`config.mk`:
```
export PLATFORM = sky130hd
export DESIGN_NAME = ttt_sequencer
export DESIGN_NICKNAME = d
export VERILOG_FILES = /design/src/rtl/ttt_sequencer.sv
export SDC_FILE = /design/constraint.sdc
export NUM_CORES = 1
export LEC_CHECK = 0
export CAP_MARGIN = 20
export CORE_ASPECT_RATIO = 0.5
export CORE_MARGIN = 5
export CORE_UTILIZATION = 46
export DETAILED_ROUTE_END_ITERATION = 12
export GPL_ROUTABILITY_DRIVEN = 0
export PLACE_DENSITY = 0.8
export SKIP_CTS_REPAIR_TIMING = 1
export SLEW_MARGIN = 15
export SYNTH_ARGS = -nofsm -noshare
export SYNTH_HDL_FRONTEND = slang
export SYNTH_SLANG_ARGS = --single-unit
```
`constraint.sdc`:
```
create_clock -name clock -period 1.75 [get_ports clock]
set_input_delay 0.35 -clock clock [delete_from_list [all_inputs] [get_ports clock]]
set_output_delay 0.35 -clock clock [all_outputs]
set_load 0.02 [all_outputs]
```
`src/rtl/ttt_sequencer.sv`:
```
// Timestep sequencer in front of one ttt_processor: per tick it issues add-good, add-bad, tally, advance;
// between ticks it forwards host commands. Optional macro TTT_SEQ_AUTO_TICK_EN adds a free-running tick source.
//   state      | meaning
//   IDLE       | waiting for a tick (pending or new) or a host command
//   ADD_GOOD   | opcode 0x0 with cur_good on the token bus
//   ADD_BAD    | opcode 0x1 with cur_bad on the token bus
//   TALLY      | opcode 0x8
//   ADVANCE    | opcode 0x9; chains straight into a pending tick
//   HOST_ISSUE | host opcode driven with host_data_q
//   HOST_READ  | capture processor data_out for the host
module ttt_sequencer #(
  parameter int NEW_TOKEN_BITS   = 4,
  parameter int DATA_BITS        = 8,
  parameter int INSTRUCTION_BITS = 4,
  parameter int TICK_PERIOD      = 16
) (
  input  logic                        clock,
  input  logic                        reset,
  input  logic                        tick_in,
  input  logic [NEW_TOKEN_BITS-1:0]   good_tokens_in,
  input  logic [NEW_TOKEN_BITS-1:0]   bad_tokens_in,
  input  logic                        host_valid,
  output logic                        host_ready,
  input  logic [INSTRUCTION_BITS-1:0] host_instr,
  input  logic [DATA_BITS-1:0]        host_data,
  output logic                        host_rvalid,
  output logic [DATA_BITS-1:0]        host_rdata,
  output logic                        proc_enable,
  output logic [INSTRUCTION_BITS-1:0] proc_instruction,
  output logic [NEW_TOKEN_BITS-1:0]   proc_good_tokens,
  output logic [NEW_TOKEN_BITS-1:0]   proc_bad_tokens,
  output logic [DATA_BITS-1:0]        proc_data_in,
  input  logic [DATA_BITS-1:0]        proc_data_out,
  output logic                        busy,
  output logic                        timestep_done,
  output logic                        tick_overrun
);

  typedef enum logic [2:0] {
    IDLE, ADD_GOOD, ADD_BAD, TALLY, ADVANCE, HOST_ISSUE, HOST_READ
  } state_t;

  state_t                        state, state_n;
  logic                          pending, pending_n;
  logic [NEW_TOKEN_BITS-1:0]     pend_good, pend_good_n, pend_bad, pend_bad_n;
  logic [NEW_TOKEN_BITS-1:0]     cur_good, cur_good_n, cur_bad, cur_bad_n;
  logic [INSTRUCTION_BITS-1:0]   host_instr_q, host_instr_n;
  logic [DATA_BITS-1:0]          host_data_q, host_data_n;
  logic                          overrun_n;
  logic                          free_slot;
  logic                          tick;

`ifdef TTT_SEQ_AUTO_TICK_EN
  localparam int CNT_BITS = (TICK_PERIOD > 1) ? $clog2(TICK_PERIOD) : 1;
  logic [CNT_BITS-1:0] tick_cnt;
  logic                auto_tick;

  // auto_tick is high in the cycle the counter has just wrapped back to 0
  always_ff @(posedge clock) begin
    if (reset) begin
      tick_cnt  <= '0;
      auto_tick <= 1'b0;
    end else begin
      tick_cnt  <= (tick_cnt == CNT_BITS'(TICK_PERIOD - 1)) ? '0 : tick_cnt + 1'b1;
      auto_tick <= (tick_cnt == CNT_BITS'(TICK_PERIOD - 1));
    end
  end

  assign tick = tick_in | auto_tick;
`else
  logic unused_tick_period;
  assign unused_tick_period = (TICK_PERIOD == 0);
  assign tick = tick_in;
`endif

  assign host_ready       = (state == IDLE) && !tick && !pending;
  assign busy             = (state != IDLE) || pending;
  assign proc_good_tokens = cur_good;
  assign proc_bad_tokens  = cur_bad;
  assign proc_data_in     = host_data_q;

  always_comb begin
    state_n          = state;
    pending_n        = pending;
    pend_good_n      = pend_good;
    pend_bad_n       = pend_bad;
    cur_good_n       = cur_good;
    cur_bad_n        = cur_bad;
    host_instr_n     = host_instr_q;
    host_data_n      = host_data_q;
    overrun_n        = 1'b0;
    proc_enable      = 1'b0;
    proc_instruction = '0;
    // the pending slot is handed to the sequence wherever the next step may start a timestep
    free_slot = pending && (state == IDLE || state == ADVANCE || state == HOST_READ);

    case (state)
      IDLE: begin
        if (pending) begin
          state_n    = ADD_GOOD;
          cur_good_n = pend_good;
          cur_bad_n  = pend_bad;
        end else if (tick) begin
          state_n    = ADD_GOOD;
          cur_good_n = good_tokens_in;
          cur_bad_n  = bad_tokens_in;
        end else if (host_valid) begin
          state_n      = HOST_ISSUE;
          host_instr_n = host_instr;
          host_data_n  = host_data;
          if (host_instr == INSTRUCTION_BITS'(0))
            cur_good_n = host_data[NEW_TOKEN_BITS-1:0];
          else if (host_instr == INSTRUCTION_BITS'(1))
            cur_bad_n = host_data[NEW_TOKEN_BITS-1:0];
        end
      end
      ADD_GOOD: begin
        proc_enable      = 1'b1;
        proc_instruction = INSTRUCTION_BITS'(0);
        state_n          = ADD_BAD;
      end
      ADD_BAD: begin
        proc_enable      = 1'b1;
        proc_instruction = INSTRUCTION_BITS'(1);
        state_n          = TALLY;
      end
      TALLY: begin
        proc_enable      = 1'b1;
        proc_instruction = INSTRUCTION_BITS'(8);
        state_n          = ADVANCE;
      end
      ADVANCE: begin
        proc_enable      = 1'b1;
        proc_instruction = INSTRUCTION_BITS'(9);
        state_n          = IDLE;
        if (pending) begin
          state_n    = ADD_GOOD;
          cur_good_n = pend_good;
          cur_bad_n  = pend_bad;
        end
      end
      HOST_ISSUE: begin
        proc_enable      = 1'b1;
        proc_instruction = host_instr_q;
        state_n          = HOST_READ;
      end
      HOST_READ: begin
        state_n = IDLE;
        if (pending) begin
          state_n    = ADD_GOOD;
          cur_good_n = pend_good;
          cur_bad_n  = pend_bad;
        end
      end
      default: state_n = IDLE;
    endcase

    if (tick && !(state == IDLE && !pending)) begin
      if (!pending || free_slot) begin
        pending_n   = 1'b1;
        pend_good_n = good_tokens_in;
        pend_bad_n  = bad_tokens_in;
      end else begin
        overrun_n = 1'b1;
      end
    end else if (free_slot) begin
      pending_n = 1'b0;
    end
  end

  always_ff @(posedge clock) begin
    if (reset) begin
      state         <= IDLE;
      pending       <= 1'b0;
      pend_good     <= '0;
      pend_bad      <= '0;
      cur_good      <= '0;
      cur_bad       <= '0;
      host_instr_q  <= '0;
      host_data_q   <= '0;
      host_rdata    <= '0;
      host_rvalid   <= 1'b0;
      timestep_done <= 1'b0;
      tick_overrun  <= 1'b0;
    end else begin
      state         <= state_n;
      pending       <= pending_n;
      pend_good     <= pend_good_n;
      pend_bad      <= pend_bad_n;
      cur_good      <= cur_good_n;
      cur_bad       <= cur_bad_n;
      host_instr_q  <= host_instr_n;
      host_data_q   <= host_data_n;
      host_rvalid   <= (state == HOST_READ);
      timestep_done <= (state == ADVANCE);
      tick_overrun  <= overrun_n;
      if (state == HOST_READ)
        host_rdata <= proc_data_out;
    end
  end

endmodule

```
After elaboration in Yosys (flattened, before gate mapping)
Cells that the tools add are included.
Storage, ports and cells
  bits in registers: 43
  output and inout bits: 34
Cells by class
  multiplexer cells: 24
  reductions and logical operators: 25
  equality and inequality tests: 13
  bitwise gates (word level): 3
Operator list (number)
  $mux W4: 11
  $pmux W3 S6: 1
  $pmux W4 S2: 2
  $pmux W4 S4: 1
  $eq A3 B3 Y1 const B: 3
  $mux W3: 3
  $ne A4 B3 Y1 const B: 2
  $ne A4 B4 Y1 const B: 2
  $reduce_and A4 Y1: 2
  $eq A3 B2 Y1 const B: 2
  $mux W1: 6
  $logic_and A1 B1 Y1: 5
  $reduce_and A5 Y1: 1
  $reduce_or A5 Y1: 1
  $eq A4 B1 Y1 const B: 1
  $logic_not A4 Y1: 1
  $logic_or A1 B1 Y1: 4
  $ne A2 B1 Y1 const B: 2
  $reduce_and A2 Y1: 2
  $reduce_bool A2 Y1: 2
  $reduce_or A2 Y1: 2
  $eq A3 B1 Y1 const B: 1
  $logic_not A1 Y1: 3
  $logic_not A3 Y1: 1
  2 further kinds: 4

Logic depth before layout (Yosys ltp)
  word-level depth: 7
  gate-level depth with buffers: 7
  depth with buffers taken out: 5

Worst setup path before layout
No wires, ideal clock.
  path kind: flip-flop to output port
  start point: register state[1]
  end point: output port proc_instruction[0]
  data arrival time: 1.469 ns
  path slack: -0.069 ns
  data required time: 1.400 ns
  stages on the path, launching flop included: 5
  buffers on the path: 1
  cells stage by stage: dfxtp_1 > clkbuf_1 > inv_1 > ha_1 > a21boi_0
Between the ends
  longest elaborated chain between the ends: 2
  elaborated cells between the ends (all ways): 5
RTL lines
  start: declaration: RTL line 43  | state_t state, state_n;
  start signal: assignment: RTL line 186  | state <= state_n;
  $eq A3 B3 Y1 / $eq A3 B2 Y1 (equally long branches): RTL line 97  | case (state)
  $pmux W4 S4 (*): RTL line 97
  end: declaration: RTL line 29  | output logic [INSTRUCTION_BITS-1:0] proc_instruction,
Mark *: on every way between the ends. The rest lies on a longest branch, timed or not.

Worst setup path after layout
  start point: register state[2]
  end point: output port host_ready
Between the ends
  longest elaborated chain between the ends: 3
RTL lines
  $logic_not A3 Y1: RTL line 76  | assign host_ready = (state == IDLE) && !tick && !pending;
  $logic_and A1 B1 Y1 (2 in a row): RTL line 76
  end: declaration: RTL line 23  | output logic host_ready,
Every way passes these cells.

==> flow_metrics.py <==
metrics = {
    "run_status": {
        "status": "finished with violations",
        "violations": "setup timing",
    },
    "timing": {
        "rsz0062_at_grt": "yes",
        "setup_viol": 6,
        "relSlewSlack_pct": 72.5,
        "setup_ws_ps": -104,
        "post-route-min-period_ps": 1850,
        "fin_crit_sh_pct": 106,
        "drv_slew": 0,
        "fmax_mhz": 540,
        "hold_viol_final": 0,
        "fin_setup_tns_ps": -495,
        "tightest_slew_ps": 412,
        "fin_skew_ps": 5.26,
    },
    "logic_synthesis": {
        "synthXorXnorAreaFrac_pct": 0,
        "syn_nets": 272,
        "synthMuxAreaShare_pct": 7.80,
        "syn_area_um2": 2050,
        "ys.flop_type": "dfxtp_1",
        "synth-edff-count": 0,
        "yosysTopAreaCell": "dfxtp_1",
        "ys_ff_latch": 43,
        "synth_top_area_share_pct": 41.9,
        "synth_cells": 238,
        "synth_top_family_by_area": "compound AO/OA/AOI/OAI gates",
        "synth_warnings": 0,
        "yosys.area_share.simple_pct": 19.7,
        "synth_cell_types": 33,
        "yosys.area_share.adder_pct": 1.22,
        "synth_compound_area_share_pct": 23.0,
        "ys_top_cells_by_area": "dfxtp_1, mux2i_1, a21oi_1",
        "ys_seq_area_share_pct": 41.9,
        "avgSynthCellArea_um2": 8.63,
        "synthArstFlopShare_pct": 0,
    },
    "cts": {
        "cts_buffers": 5,
        "cts_root_buffer": "clkbuf_8",
        "insertion_delay_ps": 300,
        "clock_path_buffers": 2,
        "path_clk_slew_ps": 70,
        "cts.sinks": 43,
        "cts_tree": "done",
        "cts.htree.levels": 2,
    },
    "floorplan": {
        "die_x_um": 104,
        "io-pin-count": 66,
        "start_util_pct": 47.1,
        "dieHeight_um": 57.2,
        "die_area_um2": 5980,
        "core_um2": 4360,
        "rows": 17,
    },
    "grt": {
        "antenna_found_initial": 0,
        "grt_pass1_wl_um": 9180,
        "grt_pass1_vias": 2004,
        "grt_max_degree": 28,
        "grt_use_total_pct": 18.7,
        "grt_overflow_total": 0,
    },
    "detailed_routing": {
        "drc_errors": 0,
        "wl_per_cell_um": 15.5,
        "drtAntennaViolNets": 0,
        "wl_um": 5710,
        "num_vias": 2038,
        "first_iter_violations": 91,
        "vias_per_cell": 5.54,
        "drt_pre_antenna_iters": 4,
    },
    "worst_setup_path": {
        "arrival_ps": 1500,
        "crit_fanout": 2,
        "required_ps": 1400,
        "crit_chain": "or4_4 > nand2b_4 > inv_4 > buf_6",
        "path_class": "reg2out",
        "crit_path_end_kind": "primary output",
        "start_kind": "flop",
        "max_stage_delay_ps": 550,
        "slowest_stage": "or4_4",
    },
    "place": {
        "post-place-cells": 360,
        "place.port_buffers": 65,
        "hpwl_um": 4060,
    },
    "finish": {
        "area_delta_synth_final_pct": 43.1,
        "diodes": 0,
        "drive_gt1_share_pct": 16.1,
        "utilization_pct": 67.4,
        "stdcell_count": 368,
        "final_nets": 346,
    },
    "pwr": {
        "p_int_mw": 2.51,
        "pwr-share-clk_pct": 14.3,
        "ir_drop_mv": 0.714,
        "p_leak_nw": 1.14,
        "swShare_pct": 39.7,
        "power_frac_seq_pct": 31.3,
        "power_frac_comb_pct": 54.4,
        "power_density_nw_per_um2": 1420,
        "power.switching_mw": 1.65,
    },
    "job": {
        "maxCapViolCount": 0,
    },
    "hold_path": {
        "hp-class": "reg2reg",
    },
}
-- cells in the final DEF (no fill, tap or decap), types with 10 or more instances in the layout --
cell type and count:
a21oi_1 23, buf_4 23, clkdlybuf4s50_1 58, dfxtp_1 40
mux2i_1 16, nand2_1 18, nand3_1 20, nor2_1 12
nor2b_1 10, o21ai_0 22
-- registers in the layout (all words and copies together), names as in the netlist --
register and count:
host_instr_q 4, host_rdata 8, host_rvalid 1, pend_bad 4, pend_good 4, pending 1, proc_bad_tokens 4, proc_data_in 8
proc_good_tokens 4, state 3, tick_overrun 1, timestep_done 1
-- metal layers --
layer	part of all wire (%)	global-route usage, %	vias to the layer above
met5	0	0	-
met4	1.0	6.09	0
met3	6.9	5.42	6
met2	49	32.4	68
met1	43	22.6	964
li1	-	-	1000
-- path summary, 6_finish.rpt --
path                               from  slack [ps]                      endpoint  depth (start not counted)
max               state[2]$_SDFFE_PP0P_        -100                    host_ready                          4
min          host_rdata[4]$_SDFFE_PP0P_         460    host_rdata[4]$_SDFFE_PP0P_                          2
max reg2reg       state[2]$_SDFFE_PP0P_          20  proc_data_in[3]$_SDFFE_PP0P_                          5
min reg2reg  host_rdata[4]$_SDFFE_PP0P_         460    host_rdata[4]$_SDFFE_PP0P_                          2
-- Yosys cell counts, types with 2 or more instances --
cell       n
and4_1     2
buf_2      4
o41ai_1    8
dfxtp_1   43
nand3_1   20
mux2i_1   16
buf_6      3
o21a_1     2
nand2_1   18
ha_1       2
nor3_1     5
a211oi_4   2
nor2b_1   10
a21oi_1   23
o21ai_0   23
inv_1      5
clkbuf_1  12
nor2_1    13
or3_1      2
o31a_1     8
o21ai_1    5
-- through the flow --
| stage | hold slack [ps] | instance area [um^2] | power (mW) | setup slack [ps] |
|---|---|---|---|---|
| finish | 459 | 2940 | 4.16 | -104 |
| global route | 470 | 2940 | 4.43 | -161 |
| CTS | 462 | 2890 | 4.04 | -632 |
| detailed placement | 452 | 2820 | 3.43 | -297 |
| global placement | 444 | 2820 | 3.38 | -260 |
| floorplan | 450 | 2050 | 2.68 | 66.3 |
-- cell families (layout without fill, tap and decap cells) --
kind of cell               Yosys count  after routing
and+or+nand+nor                     77             78
muxes                               16             16
DFF                                 43             43
AOI/OAI and AO/OA                   74             74
adders and majority gates            2              2
buffers and inverters               26             98
-- final cells by class --
cell class                 count  area (um^2)
multi-input combinational    170         1100
inverter                       6         25.0
sequential                    43          867
timing repair buffer          86          797
tap                           57         71.3
clock buffer                   6         72.6
fill                         360         1420
-- power groups by stage --
stage | Sequential (mW) | Clock [mW] | Combinational (mW)
floorplan | 1.45 | 0 | 1.23
global placement | 1.30 | 0 | 2.09
detailed placement | 1.31 | 0 | 2.12
CTS | 1.29 | 0.609 | 2.14
global route | 1.33 | 0.656 | 2.44
finish | 1.30 | 0.596 | 2.26
-- worst max-delay path: cells and delay by family (launching register included) --
family,cells,cell delay [ps]
AND/OR/NAND/NOR,2,720
buffers and inverters,2,170
flip-flops,1,320
(Power assumes the default switching activity.)
==> variant: new RTL, same flow settings <==
The option `TTT_SEQ_AUTO_TICK_EN` is turned on by a define.
--- a/src/rtl/ttt_sequencer.sv
+++ b/src/rtl/ttt_sequencer.sv
@@ -8,6 +8,8 @@
 //   ADVANCE    | opcode 0x9; chains straight into a pending tick
 //   HOST_ISSUE | host opcode driven with host_data_q
 //   HOST_READ  | capture processor data_out for the host
+`define TTT_SEQ_AUTO_TICK_EN
+
 module ttt_sequencer #(
   parameter int NEW_TOKEN_BITS   = 4,
   parameter int DATA_BITS        = 8,
Function: same outputs for any inputs over 10 cycles, from zero or initial values and one cycle with reset high; that may be too few to reach the edited logic, so the function may still have changed.
==> variant against the unedited design <==
  * The run still ends with negative setup slack left
  * Fmax is 4.7% higher
  * Routed wire length up 3.6%
  * Sequential cell count rose by 5
  * Non-clock buffer count is 12 higher
  * Critical path depth increased by 1
  * Synthesized cell count increased by 1.7%
  * Die area is 0.84% higher
  * Register-to-register slack gained 0.07 ns
  * Worst setup slack better by 0.083 ns
  * Synthesized area increased by 0.98%
  * Cell area rose by 6.8%
Power is not compared: it rests on default switching activity, and its combinational part moved more than twofold at a synthesized area within 25%.
==> variant: results (changes against the unedited design) <==
Setup TNS - -0.02018 ns (+0.4749 ns)
Count of final setup violators - 1 (-5)
Post-layout util - 0.7159 (+0.04213)
Via density - 5.407 (-2.4%)
# fillers - 336 (-6.7%)
Layout cells sized above 1 - 0.1796 (+0.01887)
Area contributors post-synth - dfxtp_1, a21oi_1, mux2i_1, nand2_1, nand3_1
Net Count, Synth - 275 (+1.1%)
Non-clock buffering overhead - 0.2912 (+0.01989)
Clock network area share - 0.03550 (+0.01080)
Hold Path Class - input port to flip-flop
Placed Cells - 379 (+5.3%)
Largest net degree at the start of global routing - 16 (-43%)
Multi-In Gates - 174 (+2.4%)
Xor/xnor share of the synthesized area - 0.004225 (+0.004225)
Global-route wire length before repair - 9.577 mm (+4.3%)
Fin worst setup slack - -0.02018 ns (+0.08338 ns)
CP max stage cell - dfxtp_2
Mean post-synth cell area - 8.567 sq um (-0.69%)
Worst path max stage delay - 0.34 ns (-0.21 ns)
CP max FO - 3 (+1)
Mux share of post-synthesis cell area - 0.07725 (-0.0007532)
Synth cell types - 36 (+9.1%)
Status - complete, but fails checks
Register area share after synthesis - 0.4635 (+0.04423)
Total routed wirelength - 5.910 mm (+3.6%)
Placed inst area - 2952 sq um (+4.7%)
Sequential cell area - 964.7 sq um (+11%)
Non-clk bufs - 98 (+14%)
Top cells by count, synth - dfxtp_1, nand2_1, a21oi_1
Drt initial violations - 144 (+58%)
Final clock skew - 0.01060 ns (+0.005333 ns)
Failing checks - negative setup slack
FF+latch count, synth - 48 (+12%)
==> variant: cell types whose count changed in the layout (fill, tap and decap cells not counted), moves of 8 or more <==
cell | before | now
o21ai_0 | 22 | 9
a311o_1 | 0 | 8
buf_4 | 23 | 31
a21oi_1 | 23 | 33
o31a_1 | 8 | 0
nand2_1 | 18 | 34
nor2_1 | 12 | 20
o41ai_1 | 8 | 0
==> variant: worst paths after layout <==
kind,startpoint,end,slack [ns],depth (start not counted)
hold / removal,host_instr[3],host_instr_q[3],0.42,3
setup / recovery,state[1],proc_instruction[0],-0.02,5
setup reg to reg,state[1],state[0],0.09,7
hold reg to reg,proc_bad_tokens[3],proc_bad_tokens[3],0.46,2
==> variant: layer usage <==
| metal | vias up | wire length (microns) | track usage |
|---|---|---|---|
| met2 | 65 | 2921 | 0.3265 |
| li1 | 1037 | - | - |
| met5 | - | 0 | 0 |
| met4 | 0 | 52 | 0.04918 |
| met1 | 1006 | 2616 | 0.2483 |
| met3 | 6 | 320 | 0.04068 |
